--- config.mk ---
export PLATFORM = sky130hd
export DESIGN_NAME = uart_rx_frame
export DESIGN_NICKNAME = d
export VERILOG_FILES = /design/src/rtl/uart_rx_frame.sv
export SDC_FILE = /design/constraint.sdc
export NUM_CORES = 1
export LEC_CHECK = 0
export CORE_MARGIN = 8
export CORE_UTILIZATION = 55
export CTS_CLUSTER_DIAMETER = 200
export DETAILED_ROUTE_END_ITERATION = 16
export HOLD_SLACK_MARGIN = 0.06
export MAX_ROUTING_LAYER = met4
export PLACE_DENSITY = 0.8
export SLEW_MARGIN = 20
export SYNTH_ARGS = -nofsm -noshare
export SYNTH_HDL_FRONTEND = slang
export SYNTH_SLANG_ARGS = --single-unit
--- constraint.sdc ---
create_clock -name clk -period 1.8 [get_ports clk]
set_input_delay 0.27 -clock clk [delete_from_list [all_inputs] [get_ports clk]]
set_output_delay 0.27 -clock clk [all_outputs]
set_load 0.02 [all_outputs]
--- src/rtl/uart_rx_frame.sv ---
// UART 8N1 receiver: synchronises the serial line, requests the baud generator on a start edge,
// samples each bit on the mid-bit clk_bps pulse and strobes out good bytes or framing errors.
module uart_rx_frame #(
  parameter int unsigned DATA_BITS   = 8,
  parameter int unsigned SYNC_STAGES = 2
) (
  input  logic                 clk,
  input  logic                 rst,
  input  logic                 rs232_rx,
  input  logic                 clk_bps,
  output logic                 bps_start,
  output logic [DATA_BITS-1:0] rx_data,
  output logic                 rx_valid,
  output logic                 frame_err,
  output logic                 rx_busy
);

  localparam int unsigned CntW = $clog2(DATA_BITS) + 1;
  localparam logic [CntW-1:0] LastBit = CntW'(DATA_BITS - 1);

  typedef enum logic [1:0] {
    StIdle,
    StStart,
    StData,
    StStop
  } state_e;

  state_e                 state;
  logic [SYNC_STAGES-1:0] sync;
  logic                   prev;
  logic                   curr;
  logic                   fall;
  logic [CntW-1:0]        bit_cnt;
  logic [DATA_BITS-1:0]   shift_reg;

  assign curr = sync[SYNC_STAGES-1];
  assign fall = prev & ~curr;

  // Runs in every state so a back-to-back start edge is already tracked when IDLE is reached.
  always_ff @(posedge clk or posedge rst) begin
    if (rst) begin
      sync <= '1;
      prev <= 1'b1;
    end else begin
      sync <= {sync[SYNC_STAGES-2:0], rs232_rx};
      prev <= curr;
    end
  end

  always_ff @(posedge clk or posedge rst) begin
    if (rst) begin
      state     <= StIdle;
      bps_start <= 1'b0;
      rx_data   <= '0;
      rx_valid  <= 1'b0;
      frame_err <= 1'b0;
      rx_busy   <= 1'b0;
      bit_cnt   <= '0;
      shift_reg <= '0;
    end else begin
      rx_valid  <= 1'b0;
      frame_err <= 1'b0;
      unique case (state)
        StIdle: begin
          if (fall) begin
            state     <= StStart;
            bps_start <= 1'b1;
            rx_busy   <= 1'b1;
          end
        end
        StStart: begin
          if (clk_bps) begin
            if (!curr) begin
              state   <= StData;
              bit_cnt <= '0;
            end else begin
              // Line back high at mid start bit: treat as a glitch.
              state     <= StIdle;
              bps_start <= 1'b0;
              rx_busy   <= 1'b0;
            end
          end
        end
        StData: begin
          if (clk_bps) begin
            shift_reg <= {curr, shift_reg[DATA_BITS-1:1]};
            bit_cnt   <= bit_cnt + CntW'(1);
            if (bit_cnt == LastBit) begin
              state <= StStop;
            end
          end
        end
        StStop: begin
          if (clk_bps) begin
            state     <= StIdle;
            bps_start <= 1'b0;
            rx_busy   <= 1'b0;
            if (curr) begin
              rx_data  <= shift_reg;
              rx_valid <= 1'b1;
            end else begin
              frame_err <= 1'b1;
            end
          end
        end
        default: begin
          state     <= StIdle;
          bps_start <= 1'b0;
          rx_busy   <= 1'b0;
        end
      endcase
    end
  end

endmodule

### After elaboration in Yosys (flattened, before gate mapping)

Index checks and enable logic that the tools add are counted.

| storage, ports and cells | value |
|---|---|
| flip-flop bits (word level) | 28 |
| latch bits | 0 |
| memory bits (writable) | 0 |
| memory bits (read-only) | 0 |
| bits of input ports | 4 |
| output and inout port bits | 12 |
| word-level logic and storage cells | 53 |
| memories | 0 |

| operators by class | value |
|---|---|
| add/sub/neg operators | 1 |
| multiply operators | 0 |
| divide/modulo/power cells | 0 |
| magnitude comparators | 0 |
| equality and inequality tests | 11 |
| shifts and indexed selects | 0 |
| muxes and demuxes | 22 |
| bitwise operators | 2 |
| reduce and logical (&&, ||, !) cells | 8 |

Operators with widths:

| operator | number |
|---|---|
| inequality test 2 bit, second input constant | 7 |
| two-way mux 2 bit | 6 |
| two-way mux 4 bit | 3 |
| two-way mux 1 bit | 10 |
| AND reduction 5 bit | 2 |
| one-hot mux 2 bit (4 select lines) | 1 |
| one-hot mux 4 bit (2 select lines) | 1 |
| adder 4 x 1 -> 4 bit, second input constant | 1 |
| equality test 2 bit, second input constant | 2 |
| equality test 4 x 3 -> 1 bit, second input constant | 1 |
| AND reduction 4 bit | 1 |
| one-hot mux 1 bit (3 select lines) | 1 |
| AND reduction 3 bit | 1 |
| nonzero test 3 bit | 1 |
| equality test 2 x 1 -> 1 bit, second input constant | 1 |
| zero test 2 bit | 1 |
| AND reduction 2 bit | 1 |
| nonzero test 2 bit | 1 |
| bitwise AND 1 bit | 1 |
| NOT 1 bit | 1 |

### Longest topological paths before layout

| depth | value |
|---|---|
| depth in word-level cells | 4 |
| gate-level depth with buffers | 5 |
| depth with buffers taken out | 4 |

### Worst setup path after synthesis

No wires, ideal clock.

| timing path | value |
|---|---|
| kind | register to register |
| start point | reg state[0] |
| end point | reg shift_reg[0] |
| setup time | 125 ps |
| arrival time | 1,075 ps |
| data required time | 1,675 ps |
| path slack | 599 ps |
| cell stages (with the launch flop) | 5 |
| buffers on the path | 2 |
| period minus slack after synthesis | 1,201 ps |
| cell sequence | dfrtp_1 buf_4 nand3b_4 buf_6 mux2_4 |

| between the ends | value |
|---|---|
| cells in the longest elaborated chain, start to end | 2 |

RTL lines:

| item | line | source |
|---|---|---|
| start: declaration | 28 | `state_e state;` |
| start signal: assignment | 52 | `state <= StIdle;` |
| start signal: assignment | 66 | `state <= StStart;` |
| start signal: assignment | 74 | `state <= StData;` |
| equality test 2 bit | 63 | `unique case (state)` |
| AND reduction 2 bit (no line) | - |  |
| end signal: assignment | 86 | `shift_reg <= {curr, shift_reg[DATA_BITS-1:1]};` |
| end: declaration | 34 | `logic [DATA_BITS-1:0] shift_reg;` |

No other way between the ends.
A chain may end at the register's enable or synchronous reset.

==> results_dict.tcl <==
set metrics [dict create \
    syn_nets 88 \
    cp_max_fo 4 \
    met3_wirelength_um 86 \
    dp_worst_setup_slack_ns 0.163 \
    slowest_stage "clkdlybuf4s50_1" \
    synth.top_cell.area_share_pct 53.4 \
    placed_area_mm2 0.00133 \
    synth_top_cell_by_area "dfrtp_1" \
    crit_buf_inv 1 \
    drtIter0Drc 4 \
    crit_path_end_kind "output port" \
    drc 0 \
    outcome "completed" \
    wl_per_cell_um 13.8 \
    final_cell_mix "dfrtp_1 (25), clkdlybuf4s50_1 (15), mux2_2 (9)" \
    pwr-share-comb_pct 33.4 \
    crit_chain "clkdlybuf4s50_1" \
    cts_hold_buf 0 \
    nets 105 \
    mostFrequentLayoutCell "dfrtp_1" \
    htree_levels 1 \
    ys_ff_latch 28 \
    grt_setup_unrepaired "no" \
    setup_slack_ns 0.180 \
    min-delay-path-class "in -> async" \
    drive_above_1_share_pct 27.3 \
    final_area_mm2 0.00137 \
    floorplan.die.width_um 62.1 \
    num_antenna_cells 0 \
    crit_family "buffers and inverters" \
    critPathKind "reg -> out" \
    synth_edf_count 0 \
    grt_pass1_vias 673 \
    fin_crit_ns 1.62 \
    r2r_cells 2 \
    syn_inst 83 \
    p_per_area_mw_per_mm2 1420 \
    final_util_pct 69.0 \
    cp.required_ns 1.53 \
    cts_buffers 3 \
    syn_to_final_growth_pct 16.8 \
    r2r_setup_slack_ns 0.44 \
    synth.avg_cell_area_um2 14.1 \
    cts-root-buf "clkbuf_4" \
    clkSinkCount 28 \
    pwr-share-seq_pct 51.6 \
    relSlewSlack_pct 69.1 \
    irDropWorstVdd_uv 974 \
    p_int_mw 1.31 \
    finalHoldViolCount 0 \
    fin_tns_setup_ns 0 \
    initial_core_util_pct 59.1 \
    finalClockSkew_ns 0.00566 \
    tightest_slew_ns 0.463 \
    synth-main-ff-cell "dfrtp_1" \
    async_flop_share_pct 100 \
    fmax_mhz 617 \
    swShare_pct 32.5 \
    vias_per_cell 5.14 \
    die_area_mm2 0.00386 \
    syn_area_mm2 0.00117 \
    drv_cap 0 \
    antenna_found_initial 0 \
    core-area_mm2 0.00198 \
    clock_latency_ns 0.31 \
    io_pins 16 \
    gp_congestion 0.804 \
    p_clk_share_pct 14.9 \
    p_leak_nw 0.658 \
    top_layer "met4" \
    post_cts_resize_count 0 \
    post_cts_buffers 0 \
    yosysWarnings 0 \
    period_share_pct 90.0 \
    ys_seq_area_share_pct 60.1 \
    numPortBuffers 15 \
    wirelength_mm 1.74 \
    p_switching_mw 0.632 \
    wl_met1_um 856 \
    grt_max_degree 29 \
    yosysUniqueCellTypes 26 \
    grtUsageTotal_pct 9.99 \
    dp_hpwl_mm 1.26 \
    arrival_ns 1.35 \
    rows 16 \
    vias 648 \
    first_pass_iters 2 \
    cts_buffer_depth 2 \
    cts.reportedPaths.clkPinSlew_ns 0.14 \
    die_h_um 62.1 \
    grt_overflow 0 \
    reg2reg_to "shift_reg[6]" \
    crit_path_start_kind "register" \
    route.met2.wl_um 760 \
    maxSlewViolCount 0 \
    synth.area.top_cells "dfrtp_1 (53%), mux2_4 (9.0%), mux2_2 (8.7%)" \
    setup_violations 0 \
    slowest_delay_ns 0.62 \
    grt_pass1_wl_mm 3.13 \
    cts_tree "yes" \
    postRouteAntennaNets 0 \
]
==> layout make-up <==
| class | count | area (um2) |
|---|---|---|
| Multi-Input combinational cell | 47 | 420 |
| Sequential cell | 28 | 704 |
| Clock buffer | 4 | 36.3 |
| Fill cell | 138 | 614 |
| Timing Repair Buffer | 16 | 158 |
| Inverter | 4 | 15.0 |
| Tap cell | 27 | 33.8 |
==> synth_stat cells, types with 2 or more instances <==
cell type  number
mux2_4          7
mux2_2          9
nand2_1         3
buf_4           2
a21oi_1         6
nor2_1          4
nor3_1          3
nor3b_1         2
dfstp_2         3
dfrtp_1        25
inv_1           4
==> how the worst max path moves through the flow <==
| stage | start | to | cells after the start |
|---|---|---|---|
| 6_report | rx_busy | bps_start | 1 |
| 5_1_grt | rx_busy | rx_busy | 1 |
| 3_5_place_dp | clk_bps | shift_reg[5] | 3 |
| 4_1_cts | rx_busy | bps_start | 1 |
| 2_1_floorplan | state[0] | shift_reg[0] | 4 |
| 3_3_place_gp | clk_bps | shift_reg[6] | 3 |
==> power by group through the flow <==
stage / Sequential [mW] / Combinational, mW / Clock (mW)
final: 1.00 / 0.650 / 0.290
after global routing: 1.03 / 0.708 / 0.329
after CTS: 1.00 / 0.661 / 0.308
after detailed placement: 1.02 / 0.663 / 0
after global placement: 1.00 / 0.645 / 0
after floorplan: 1.02 / 0.453 / 0
==> per-layer routing <==
metal,track usage [%],vias up
met4,5.25,0
met3,2.87,4
met2,14.6,11
li1,-,322
met1,12.2,311
met5,-,-
==> cell families (layout without fill, tap and decap cells) <==
kind of cell / after synthesis / in the layout / synth area share (%)
mux: 17 / 17 / 18.5
buf+inv: 8 / 24 / 3.95
fa+ha+maj: 1 / 1 / 1.07
compound gates: 11 / 11 / 5.66
simple gates: 18 / 18 / 10.7
flops: 28 / 28 / 60.1
==> metrics by stage <==
step           power (mW)  hold WS (ns)  cells
2_1_floorplan        1.47         0.274     83
3_3_place_gp         1.65         0.347    122
3_5_place_dp         1.68         0.351    122
4_1_cts              1.97         0.302    126
5_1_grt              2.07         0.322    126
6_report             1.94         0.300    126
No activity file was read; power rests on OpenSTA's default activity.
